<file path="config.mk">
export PLATFORM = sky130hd
export DESIGN_NAME = board_ctrl
export DESIGN_NICKNAME = d
export VERILOG_FILES = /design/src/rtl/game_pkg.sv /design/src/rtl/board_ctrl_btn_edge.sv /design/src/rtl/board_ctrl.sv
export SDC_FILE = /design/constraint.sdc
export NUM_CORES = 1
export LEC_CHECK = 0
export ABC_CLOCK_PERIOD_IN_PS = 3900
export CAP_MARGIN = 30
export CORE_UTILIZATION = 54
export CTS_CLUSTER_SIZE = 20
export DETAILED_ROUTE_END_ITERATION = 16
export HOLD_SLACK_MARGIN = 0.03
export PLACE_DENSITY = 0.87
export SYNTH_ARGS = -nofsm -noshare
export SYNTH_HDL_FRONTEND = slang
export SYNTH_SLANG_ARGS = --single-unit
</file>
<file path="constraint.sdc">
create_clock -name clk_d -period 3.9 [get_ports clk_d]
set_input_delay 0.975 -clock clk_d [delete_from_list [all_inputs] [get_ports clk_d]]
set_output_delay 0.975 -clock clk_d [all_outputs]
set_load 0.05 [all_outputs]
</file>
<file path="src/rtl/game_pkg.sv">
// game_pkg
// Shared definitions for the sliding-tile puzzle: the game_status codes
// exchanged with the game-status FSM, the board controller state encoding,
// the direction codes, the preset scrambles and the solved board.
//
// Boards are stored here in a fixed 4-bit-per-tile packed form. Position p
// (p = row*3 + col) lives at bits [p*4 +: 4]. The controller widens them to
// its own tile width.
package game_pkg;

  typedef enum logic [1:0] {
    CHOSE_BOARD  = 2'b00,
    GAMING       = 2'b01,
    GAME_INITIAL = 2'b10,
    WINNED       = 2'b11
  } game_status_t;

  typedef enum logic [1:0] {
    S_LOAD,
    S_WAIT,
    S_SWAP,
    S_CHECK
  } ctrl_state_t;

  typedef enum logic [1:0] {
    DIR_UP,
    DIR_DOWN,
    DIR_LEFT,
    DIR_RIGHT
  } dir_t;

  localparam int TILE_CODE_W  = 4;
  localparam int BOARD_CODE_W = 9 * TILE_CODE_W;

  // Hex digits read from position 8 (left) down to position 0 (right).
  localparam logic [BOARD_CODE_W-1:0] PRESET0 = 36'h807654321;
  localparam logic [BOARD_CODE_W-1:0] PRESET1 = 36'h857604321;
  localparam logic [BOARD_CODE_W-1:0] PRESET2 = 36'h850627314;
  localparam logic [BOARD_CODE_W-1:0] PRESET3 = 36'h687354210;
  localparam logic [BOARD_CODE_W-1:0] SOLVED  = 36'h087654321;

  localparam logic [3:0] PRESET0_BLANK = 4'd7;
  localparam logic [3:0] PRESET1_BLANK = 4'd4;
  localparam logic [3:0] PRESET2_BLANK = 4'd6;
  localparam logic [3:0] PRESET3_BLANK = 4'd0;

  function automatic logic [BOARD_CODE_W-1:0] presetBoard(input logic [1:0] sel);
    case (sel)
      2'd0:    return PRESET0;
      2'd1:    return PRESET1;
      2'd2:    return PRESET2;
      default: return PRESET3;
    endcase
  endfunction

  function automatic logic [3:0] presetBlank(input logic [1:0] sel);
    case (sel)
      2'd0:    return PRESET0_BLANK;
      2'd1:    return PRESET1_BLANK;
      2'd2:    return PRESET2_BLANK;
      default: return PRESET3_BLANK;
    endcase
  endfunction

  function automatic logic [1:0] posRow(input logic [3:0] p);
    if (p >= 4'd6)      return 2'd2;
    else if (p >= 4'd3) return 2'd1;
    else                return 2'd0;
  endfunction

  function automatic logic [1:0] posCol(input logic [3:0] p);
    case (p)
      4'd0, 4'd3, 4'd6: return 2'd0;
      4'd1, 4'd4, 4'd7: return 2'd1;
      default:          return 2'd2;
    endcase
  endfunction

  // A move is legal only if the neighbour in that direction is on the board.
  function automatic logic moveLegal(input dir_t dir, input logic [3:0] p);
    case (dir)
      DIR_UP:    return posRow(p) != 2'd0;
      DIR_DOWN:  return posRow(p) != 2'd2;
      DIR_LEFT:  return posCol(p) != 2'd0;
      default:   return posCol(p) != 2'd2;
    endcase
  endfunction

  // Neighbour position; only meaningful when moveLegal holds.
  function automatic logic [3:0] moveTarget(input dir_t dir, input logic [3:0] p);
    case (dir)
      DIR_UP:    return p - 4'd3;
      DIR_DOWN:  return p + 4'd3;
      DIR_LEFT:  return p - 4'd1;
      default:   return p + 4'd1;
    endcase
  endfunction

endpackage

</file>
<file path="src/rtl/board_ctrl_btn_edge.sv">
// btn_edge
// Press detector for one debounced button. A press is the button at its
// active level this cycle while it was not at that level the cycle before.
// The history register resets to "pressed" so a button held through reset
// does not produce a press when reset is released.
//
// Ports:
//   clk_d    system clock
//   rst      synchronous active-high reset
//   i_btn    debounced button level
//   o_press  single-cycle press indication (combinational on i_btn)
module btn_edge #(
  parameter bit POL = 1'b1
) (
  input  logic clk_d,
  input  logic rst,
  input  logic i_btn,
  output logic o_press
);

  logic w_level;
  logic r_prevLevel;

  assign w_level = (i_btn == POL);

  // History tracks the button every cycle, whatever the controller is doing.
  always_ff @(posedge clk_d) begin
    if (rst) begin
      r_prevLevel <= 1'b1;
    end else begin
      r_prevLevel <= w_level;
    end
  end

  assign o_press = w_level & ~r_prevLevel;

endmodule

</file>
<file path="src/rtl/board_ctrl.sv">
// board_ctrl
// Board datapath and move controller for the 3x3 sliding-tile game. Holds
// the board, loads the preset chosen by board_sel, turns direction presses
// into blank-tile moves and reports moves, restarts and the win condition
// to the game-status FSM.
//
// Ports:
//   clk_d        system clock
//   rst          synchronous active-high reset
//   game_status  state of the game-status FSM
//   board_sel    preset board index 0..3
//   btn_up/down/left/right  debounced direction buttons
//   btn_reset    debounced restart-this-board button
//   active       one-cycle pulse per legal move
//   reset_flag   one-cycle pulse on restart
//   win_flag     high while the board is solved (updated after each move)
//   board        tile at position p is board[p*TILE_W +: TILE_W]
//   blank_pos    position of the blank tile, 0..8
module board_ctrl
  import game_pkg::*;
#(
  parameter int TILE_W  = 4,
  parameter bit BTN_POL = 1'b1
) (
  input  logic                clk_d,
  input  logic                rst,
  input  logic [1:0]          game_status,
  input  logic [1:0]          board_sel,
  input  logic                btn_up,
  input  logic                btn_down,
  input  logic                btn_left,
  input  logic                btn_right,
  input  logic                btn_reset,
  output logic                active,
  output logic                reset_flag,
  output logic                win_flag,
  output logic [9*TILE_W-1:0] board,
  output logic [3:0]          blank_pos
);

  function automatic logic [9*TILE_W-1:0] expandBoard(input logic [BOARD_CODE_W-1:0] src);
    logic [9*TILE_W-1:0] dst;
    dst = '0;
    for (int p = 0; p < 9; p++) begin
      dst[p*TILE_W +: TILE_W] = TILE_W'(src[p*TILE_CODE_W +: TILE_CODE_W]);
    end
    return dst;
  endfunction

  game_status_t        w_status;
  logic                w_pressUp;
  logic                w_pressDown;
  logic                w_pressLeft;
  logic                w_pressRight;
  logic                w_pressReset;
  logic                w_moveValid;
  dir_t                w_moveDir;
  logic                w_moveLegal;
  logic [3:0]          w_target;
  logic [TILE_W-1:0]   w_neighbourTile;
  logic [9*TILE_W-1:0] w_swapped;
  logic [9*TILE_W-1:0] w_presetBoard;
  logic [3:0]          w_presetBlank;
  logic [9*TILE_W-1:0] w_solvedBoard;

  ctrl_state_t         r_state;
  dir_t                r_dir;
  logic [9*TILE_W-1:0] r_board;
  logic [3:0]          r_blank;
  logic                r_active;
  logic                r_resetFlag;
  logic                r_win;

  assign w_status      = game_status_t'(game_status);
  assign w_presetBoard = expandBoard(presetBoard(board_sel));
  assign w_presetBlank = presetBlank(board_sel);
  assign w_solvedBoard = expandBoard(SOLVED);

  btn_edge #(.POL(BTN_POL)) u_edgeUp    (.clk_d(clk_d), .rst(rst), .i_btn(btn_up),    .o_press(w_pressUp));
  btn_edge #(.POL(BTN_POL)) u_edgeDown  (.clk_d(clk_d), .rst(rst), .i_btn(btn_down),  .o_press(w_pressDown));
  btn_edge #(.POL(BTN_POL)) u_edgeLeft  (.clk_d(clk_d), .rst(rst), .i_btn(btn_left),  .o_press(w_pressLeft));
  btn_edge #(.POL(BTN_POL)) u_edgeRight (.clk_d(clk_d), .rst(rst), .i_btn(btn_right), .o_press(w_pressRight));
  btn_edge #(.POL(BTN_POL)) u_edgeReset (.clk_d(clk_d), .rst(rst), .i_btn(btn_reset), .o_press(w_pressReset));

  // Simultaneous direction presses resolve as up > down > left > right.
  always_comb begin
    w_moveValid = 1'b1;
    w_moveDir   = DIR_UP;
    if (w_pressUp) begin
      w_moveDir = DIR_UP;
    end else if (w_pressDown) begin
      w_moveDir = DIR_DOWN;
    end else if (w_pressLeft) begin
      w_moveDir = DIR_LEFT;
    end else if (w_pressRight) begin
      w_moveDir = DIR_RIGHT;
    end else begin
      w_moveValid = 1'b0;
    end
  end

  assign w_moveLegal = moveLegal(w_moveDir, r_blank);

  // The swap uses the direction latched when the press was accepted, so
  // the neighbour is derived from r_dir rather than the live buttons.
  assign w_target = moveTarget(r_dir, r_blank);

  always_comb begin
    w_neighbourTile = '0;
    w_swapped       = r_board;
    for (int p = 0; p < 9; p++) begin
      if (4'(p) == w_target) begin
        w_neighbourTile = r_board[p*TILE_W +: TILE_W];
      end
    end
    for (int p = 0; p < 9; p++) begin
      if (4'(p) == r_blank) begin
        w_swapped[p*TILE_W +: TILE_W] = w_neighbourTile;
      end else if (4'(p) == w_target) begin
        w_swapped[p*TILE_W +: TILE_W] = '0;
      end
    end
  end

  // Controller FSM with registered outputs. CHOSE_BOARD from the game FSM
  // overrides every state: any swap in flight is dropped and the selected
  // preset is loaded straight away, as S_LOAD would do.
  always_ff @(posedge clk_d) begin
    if (rst) begin
      r_state     <= S_LOAD;
      r_dir       <= DIR_UP;
      r_board     <= expandBoard(PRESET0);
      r_blank     <= PRESET0_BLANK;
      r_active    <= 1'b0;
      r_resetFlag <= 1'b0;
      r_win       <= 1'b0;
    end else begin
      r_active    <= 1'b0;
      r_resetFlag <= 1'b0;
      if (w_status == CHOSE_BOARD) begin
        r_state <= S_LOAD;
        r_board <= w_presetBoard;
        r_blank <= w_presetBlank;
        r_win   <= 1'b0;
      end else begin
        case (r_state)
          S_LOAD: begin
            r_board <= w_presetBoard;
            r_blank <= w_presetBlank;
            r_win   <= 1'b0;
            if (w_status == GAMING || w_status == GAME_INITIAL) begin
              r_state <= S_WAIT;
            end
          end
          S_WAIT: begin
            if (w_status != WINNED) begin
              if (w_pressReset) begin
                r_board     <= w_presetBoard;
                r_blank     <= w_presetBlank;
                r_resetFlag <= 1'b1;
                r_win       <= 1'b0;
              end else if (w_moveValid) begin
                r_dir <= w_moveDir;
                if (w_moveLegal) begin
                  r_state <= S_SWAP;
                end
              end
            end
          end
          S_SWAP: begin
            r_board  <= w_swapped;
            r_blank  <= w_target;
            r_active <= 1'b1;
            r_state  <= S_CHECK;
          end
          S_CHECK: begin
            r_win   <= (r_board == w_solvedBoard);
            r_state <= S_WAIT;
          end
          default: begin
            r_state <= S_LOAD;
          end
        endcase
      end
    end
  end

  assign board      = r_board;
  assign blank_pos  = r_blank;
  assign active     = r_active;
  assign reset_flag = r_resetFlag;
  assign win_flag   = r_win;

endmodule

</file>
Word level (Yosys, flattened, before mapping)
Cells that the tools add are included.
{"block": "op_classes", "order_cmp": 2, "reduce_logical": 30, "mul": 0, "muxes": 65, "eq_ne": 53, "add_sub_neg": 4, "shift": 0, "bitwise_logic": 14, "div_mod_pow": 0}
{"operator": "one-hot mux 36 bit (3 select lines)", "count": 2}
{"operator": "two-way mux 4 bit", "count": 30}
{"operator": "two-way mux 36 bit", "count": 3}
{"operator": "equality test 36 x 32 -> 1 bit (second input constant)", "count": 1}
{"operator": "!= test 4 bit (second input constant)", "count": 9}
{"operator": "AND reduction 4 bit", "count": 9}
{"operator": "equality test 3 x 4 -> 1 bit (first input constant)", "count": 8}
{"operator": "two-way mux 2 bit", "count": 14}
{"operator": "one-hot mux 4 bit (3 select lines)", "count": 2}
{"operator": "equality test 2 x 4 -> 1 bit (first input constant)", "count": 4}
{"operator": "!= test 2 bit (second input constant)", "count": 8}
{"operator": "equality test 2 bit (second input constant)", "count": 6}
{"operator": "equality test 4 x 3 -> 1 bit (second input constant)", "count": 3}
{"operator": "equality test 2 x 1 -> 1 bit (second input constant)", "count": 5}
{"operator": "zero test 2 bit", "count": 5}
{"operator": "AND reduction 5 bit", "count": 2}
{"operator": "two-way mux 1 bit", "count": 9}
{"operator": "NOT 1 bit", "count": 9}
{"operator": "one-hot mux 3 bit (3 select lines)", "count": 1}
{"operator": "OR reduction 3 bit", "count": 3}
{"operator": "equality test 1 x 4 -> 1 bit (first input constant)", "count": 2}
{"operator": "equality test 4 bit (first input constant)", "count": 2}
{"operator": "zero test 4 bit", "count": 2}
{"operator": "one-hot mux 2 bit (4 select lines)", "count": 1}
{"operator": "other kinds (21)", "count": 28}
{"block": "word_totals", "latch_bits": 0, "rom_bits": 0, "memories": 0, "mem_bits_rw": 0, "output_inout_bits": 43, "wordCells": 188, "register_bits": 52, "in_bits": 11}

Logic depth before layout (Yosys ltp)
{"block": "logic_depth", "word_depth": 16, "mapped_depth": 15, "ltp_nobuf": 9}

Cells and area by module
Synthesis repeated with hierarchy kept, for this count alone.
{"block": "hier_totals", "hier_cells": 439, "hier_area_um2": 3573.4}
{"mod": "board_ctrl", "seq_area_each_um2": 940.9, "cells_per_inst": 424, "area_each_um2": 3410.8, "n_inst": 1}
{"mod": "btn_edge", "seq_area_each_um2": 20.0, "cells_per_inst": 3, "area_each_um2": 32.5, "n_inst": 5}

Worst setup path before layout
Ideal clock, no wire load.
{"block": "synth_timing", "kind": "flip-flop to flip-flop", "start": "register r_blank[0], in the netlist blank_pos[0]", "end": "register r_board[9], in the netlist board[9]", "slack_ns": 0.090, "path_buffers": 4, "t_required_ns": 3.778, "arrival_ns": 3.688, "stages_incl_launch_ff": 14, "period_less_slack_ns": 3.810, "setup_time_ns": 0.122, "cell_sequence": "dfxtp_1 -> buf_4 -> buf_2 -> buf_1 -> inv_1 -> ha_1 -> clkbuf_2 -> nor2b_2 -> nor3_1 -> o41a_1 -> o311a_1 -> a2111oi_4 -> nor2_2 -> a221o_1"}
{"block": "synth_via", "elab_chain_len": 15, "word_cells_on_any_way": 29, "classes_between": "4 x add/sub; 10 x eq/ne; 13 x mux; 2 x reduce/logical"}
{"item": "start, declared", "line_no": "board_ctrl.sv:69", "source": "logic [3:0] r_blank;"}
{"item": "start signal, assigned", "line_no": "board_ctrl.sv:143", "source": "r_blank <= w_presetBlank;"}
{"item": "start signal, assigned", "line_no": "board_ctrl.sv:149", "source": "r_blank <= w_presetBlank;"}
{"item": "start signal, assigned", "line_no": "board_ctrl.sv:159", "source": "r_blank <= w_presetBlank;"}
{"item": "adder 4 x 1 -> 4 bit (tied with other cells)", "line_no": "game_pkg.sv:95", "source": "default: return p + 4'd1;"}
{"item": "one-hot mux 4 bit (3 select lines)", "line_no": "game_pkg.sv:91", "source": "case (dir)"}
{"item": "zero test 4 bit", "line_no": "board_ctrl.sv:112", "source": "if (4'(p) == w_target) begin"}
{"item": "two-way mux 4 bit (9 in a row)", "line_no": "board_ctrl.sv:112"}
{"item": "two-way mux 4 bit", "line_no": "board_ctrl.sv:117", "source": "if (4'(p) == r_blank) begin"}
{"item": "one-hot mux 36 bit (3 select lines)", "line_no": "board_ctrl.sv:146", "source": "case (r_state)"}
{"item": "two-way mux 36 bit", "line_no": "board_ctrl.sv:140", "source": "if (w_status == CHOSE_BOARD) begin"}
{"item": "end signal, assigned", "line_no": "board_ctrl.sv:142", "source": "r_board <= w_presetBoard;"}
{"item": "end signal, assigned", "line_no": "board_ctrl.sv:148", "source": "r_board <= w_presetBoard;"}
{"item": "end signal, assigned", "line_no": "board_ctrl.sv:158", "source": "r_board <= w_presetBoard;"}
{"item": "end, declared", "line_no": "board_ctrl.sv:68", "source": "logic [9*TILE_W-1:0] r_board;"}
Parallel ways exist; a longest one is shown, timed or not.
A chain may end at the register's enable or synchronous reset.

Final worst setup path
{"block": "layout_timing", "start": "register r_dir[0]", "end": "register r_board[32], in the netlist board[32]"}
{"block": "layout_via", "elab_chain_len": 15, "word_cells_on_any_way": 27, "classes_between": "11 x eq/ne; 13 x mux; 3 x reduce/logical"}
{"item": "start, declared", "line_no": "board_ctrl.sv:67", "source": "dir_t r_dir;"}
{"item": "start signal, assigned", "line_no": "board_ctrl.sv:163", "source": "r_dir <= w_moveDir;"}
{"item": "equality test 2 bit (tied with other cells)", "line_no": "game_pkg.sv:91"}
{"item": "one-hot mux 4 bit (3 select lines) *", "line_no": "game_pkg.sv:91"}
{"item": "zero test 4 bit", "line_no": "board_ctrl.sv:112"}
{"item": "two-way mux 4 bit (9 in a row)", "line_no": "board_ctrl.sv:112"}
{"item": "two-way mux 4 bit", "line_no": "board_ctrl.sv:117"}
{"item": "one-hot mux 36 bit (3 select lines)", "line_no": "board_ctrl.sv:146"}
{"item": "two-way mux 36 bit", "line_no": "board_ctrl.sv:140"}
Mark *: on every way between the ends. The rest lies on a longest branch, timed or not.

==> impl_metrics.yaml <==
synthesis:
  ys_warn_count: 0
  synth_area_leaders: "dfxtp_1 30%, ha_1 6.5%, nor2_1 4.1%"
  syn_area_um2: 3460
  yosysUniqueCellTypes: 75
  synth_top_area_frac: 0.301
  yosys.area.top_type: "dfxtp_1"
  yosysSeqAreaShare: 0.301
  synthArstFlopShare: 0
  synth_commonest_cells: "52 x dfxtp_1, 38 x nor2_1, 34 x nand2_1"
  synth.most_common_cell: "dfxtp_1"
  yosys_most_used_dff: "dfxtp_1"
  synth_edf_count: 0
  yosys_register_bits: 52
  syn_inst: 421
  syn-num-nets: 451
  syn_avg_cell_area_um2: 8.22
clocking:
  clk_latency_ns: 0.32
  ctsHoldBuffers: 0
  cts_tree: "built"
  root_buffer: "clkbuf_8"
  post_cts_buffers: 0
  clock_sinks: 52
  cts_resized: 0
  htreeDepth: 2
  cts_made_buffers: 5
  cts.path.max_buffers: 2
  clk_pin_slew_ns: 0.10
timing:
  worst_pin_slew_ns: 0.769
  setup_violations: 0
  min_period_over_period: 0.891
  drv_slew: 0
  setup_ws_ns: 0.425
  setup_tns_ns: 0
  slew_headroom: 0.484
  min_period_ns: 3.48
  skew_ns: 0.00704
  hold_violations: 0
  fmax_mhz: 288
  rsz0062_at_grt: "no"
power_and_ir_drop:
  power_leakage_nw: 1.54
  p_per_area_nw_per_um2: 579
  ir_drop_v: 0.000329
global_route:
  grt_pass1_wl_um: 17300
  gr-total-overflow: 0
  grt_pass1_vias: 3331
  grt_max_degree: 25
  track_usage: 0.352
  antenna_found_initial: 0
route:
  routedWlPerCell_um: 20.8
  final_antenna_net_count: 0
  top_layer_used: "met4"
  viasPerCell: 6.82
  drc_errors: 0
  routed-wl-met2_um: 5040
  wl_um: 11300
  drt_first_pass_iters: 5
  wl_met3_um: 1430
  drt_iter0_markers: 586
  route.vias.total: 3703
  m1WireLength_um: 4500
worst_setup_path:
  path_class: "reg -> reg"
  r2r_cells: 9
  required_ns: 4.11
  critPathCaptureType: "flop"
  arrival_ns: 3.69
  cp_max_fo: 15
  critPathLaunchType: "flop"
placed_design:
  io_buffers: 53
  gp_congestion: 1.03
  place_ws_ns: 0.369
  dp.cells: 535
  hpwl_um: 8540
cells_and_area:
  drive_gt1_frac: 0.0833
  final_cells: 543
  final_nets: 497
  antenna_cells: 0
  syn2layout_area_growth_pct: 18.9
worst_hold_path:
  hp-class: "reg -> reg"
  hold_depth: 1
die:
  initial_core_util: 0.571
  die-height_um: 82.0
  fp.coreArea_um2: 6060
  die_x_um: 82.0
  fp-row-count: 28
  ios: 54
  die_area_um2: 6730
flow_run:
  drv_cap: 0
run_status:
  status: "finished, final reports clean"
final timing paths:
check,from,endpoint,slack [ns]
max,r_dir[0],board[32],0.42
min reg2reg,board[7],board[7],0.54
min,board[7],board[7],0.54
max reg2reg,r_dir[0],board[32],0.42
cell type report:
cell class	instances	area [um^2]
clock inverter	3	18.8
inverter	15	56.3
clock buffer	5	68.8
multi-input combinational	329	2220
tap	75	93.8
timing repair buffer	64	613
fill	522	1950
sequential	52	1040
cell families (layout without fill, tap and decap cells):
logic type / count (synthesis) / after routing / synth area share
fa+ha+maj: 20 / 20 / 0.0738
mux: 16 / 16 / 0.0503
compound gates: 120 / 120 / 0.249
flops: 52 / 52 / 0.301
simple gates: 170 / 170 / 0.260
xor+xnor: 3 / 3 / 0.00977
buf+inv: 40 / 87 / 0.0568
per-stage QoR:
| stage | total power, mW | hold WS (ns) | area [um^2] | util |
|---|---|---|---|---|
| global route | 2.47 | 0.560 | 4110 | 0.679 |
| finish | 2.38 | 0.536 | 4110 | 0.679 |
| detailed placement | 2.02 | 0.518 | 4030 | 0.664 |
| floorplan | 1.63 | 0.505 | 3460 | - |
| global placement | 2.00 | 0.518 | 4030 | 0.664 |
| CTS | 2.33 | 0.532 | 4110 | 0.679 |
report_power, final:
part           total (mW)  switching, mW  internal, mW
Sequential          0.718          0.120         0.598
Clock               0.321          0.195         0.126
Combinational        1.34          0.875         0.467
Total                2.38           1.19          1.19
sequential cells by signal, indices dropped and copies added, names as in the netlist:
register                 count
reset_flag                   1
u_edgeRight.r_prevLevel      1
win_flag                     1
board                       36
blank_pos                    4
u_edgeReset.r_prevLevel      1
u_edgeUp.r_prevLevel         1
r_dir                        2
u_edgeLeft.r_prevLevel       1
r_state                      2
active                       1
u_edgeDown.r_prevLevel       1
routing by layer:
metal  track usage  vias to the layer above
li1              -                     1651
met1         0.453                     1732
met2         0.550                      277
met3         0.114                       43
met4         0.116                        0
met5             0                        -
worst max-delay path, cell delays in order, from the launching register on:
cell	delay, ns
dfxtp_1	0.65
and2b_1	0.23
fa_1	0.51
nand2_1	0.15
o21a_1	0.43
nand2_1	0.20
nor3_2	0.42
a21oi_1	0.13
o21a_1	0.27
o41ai_1	0.39
layout by cell type (no fill, tap or decap), drive strengths merged, types with 11 or more instances in the layout:
master	instances
nand2	34
nor3	19
dfxtp	52
o21ai	19
buf	11
inv	15
clkdlybuf4s50	53
ha	18
nor2	39
mux2i	14
a21oi	23
(Power assumes the default switching activity.)
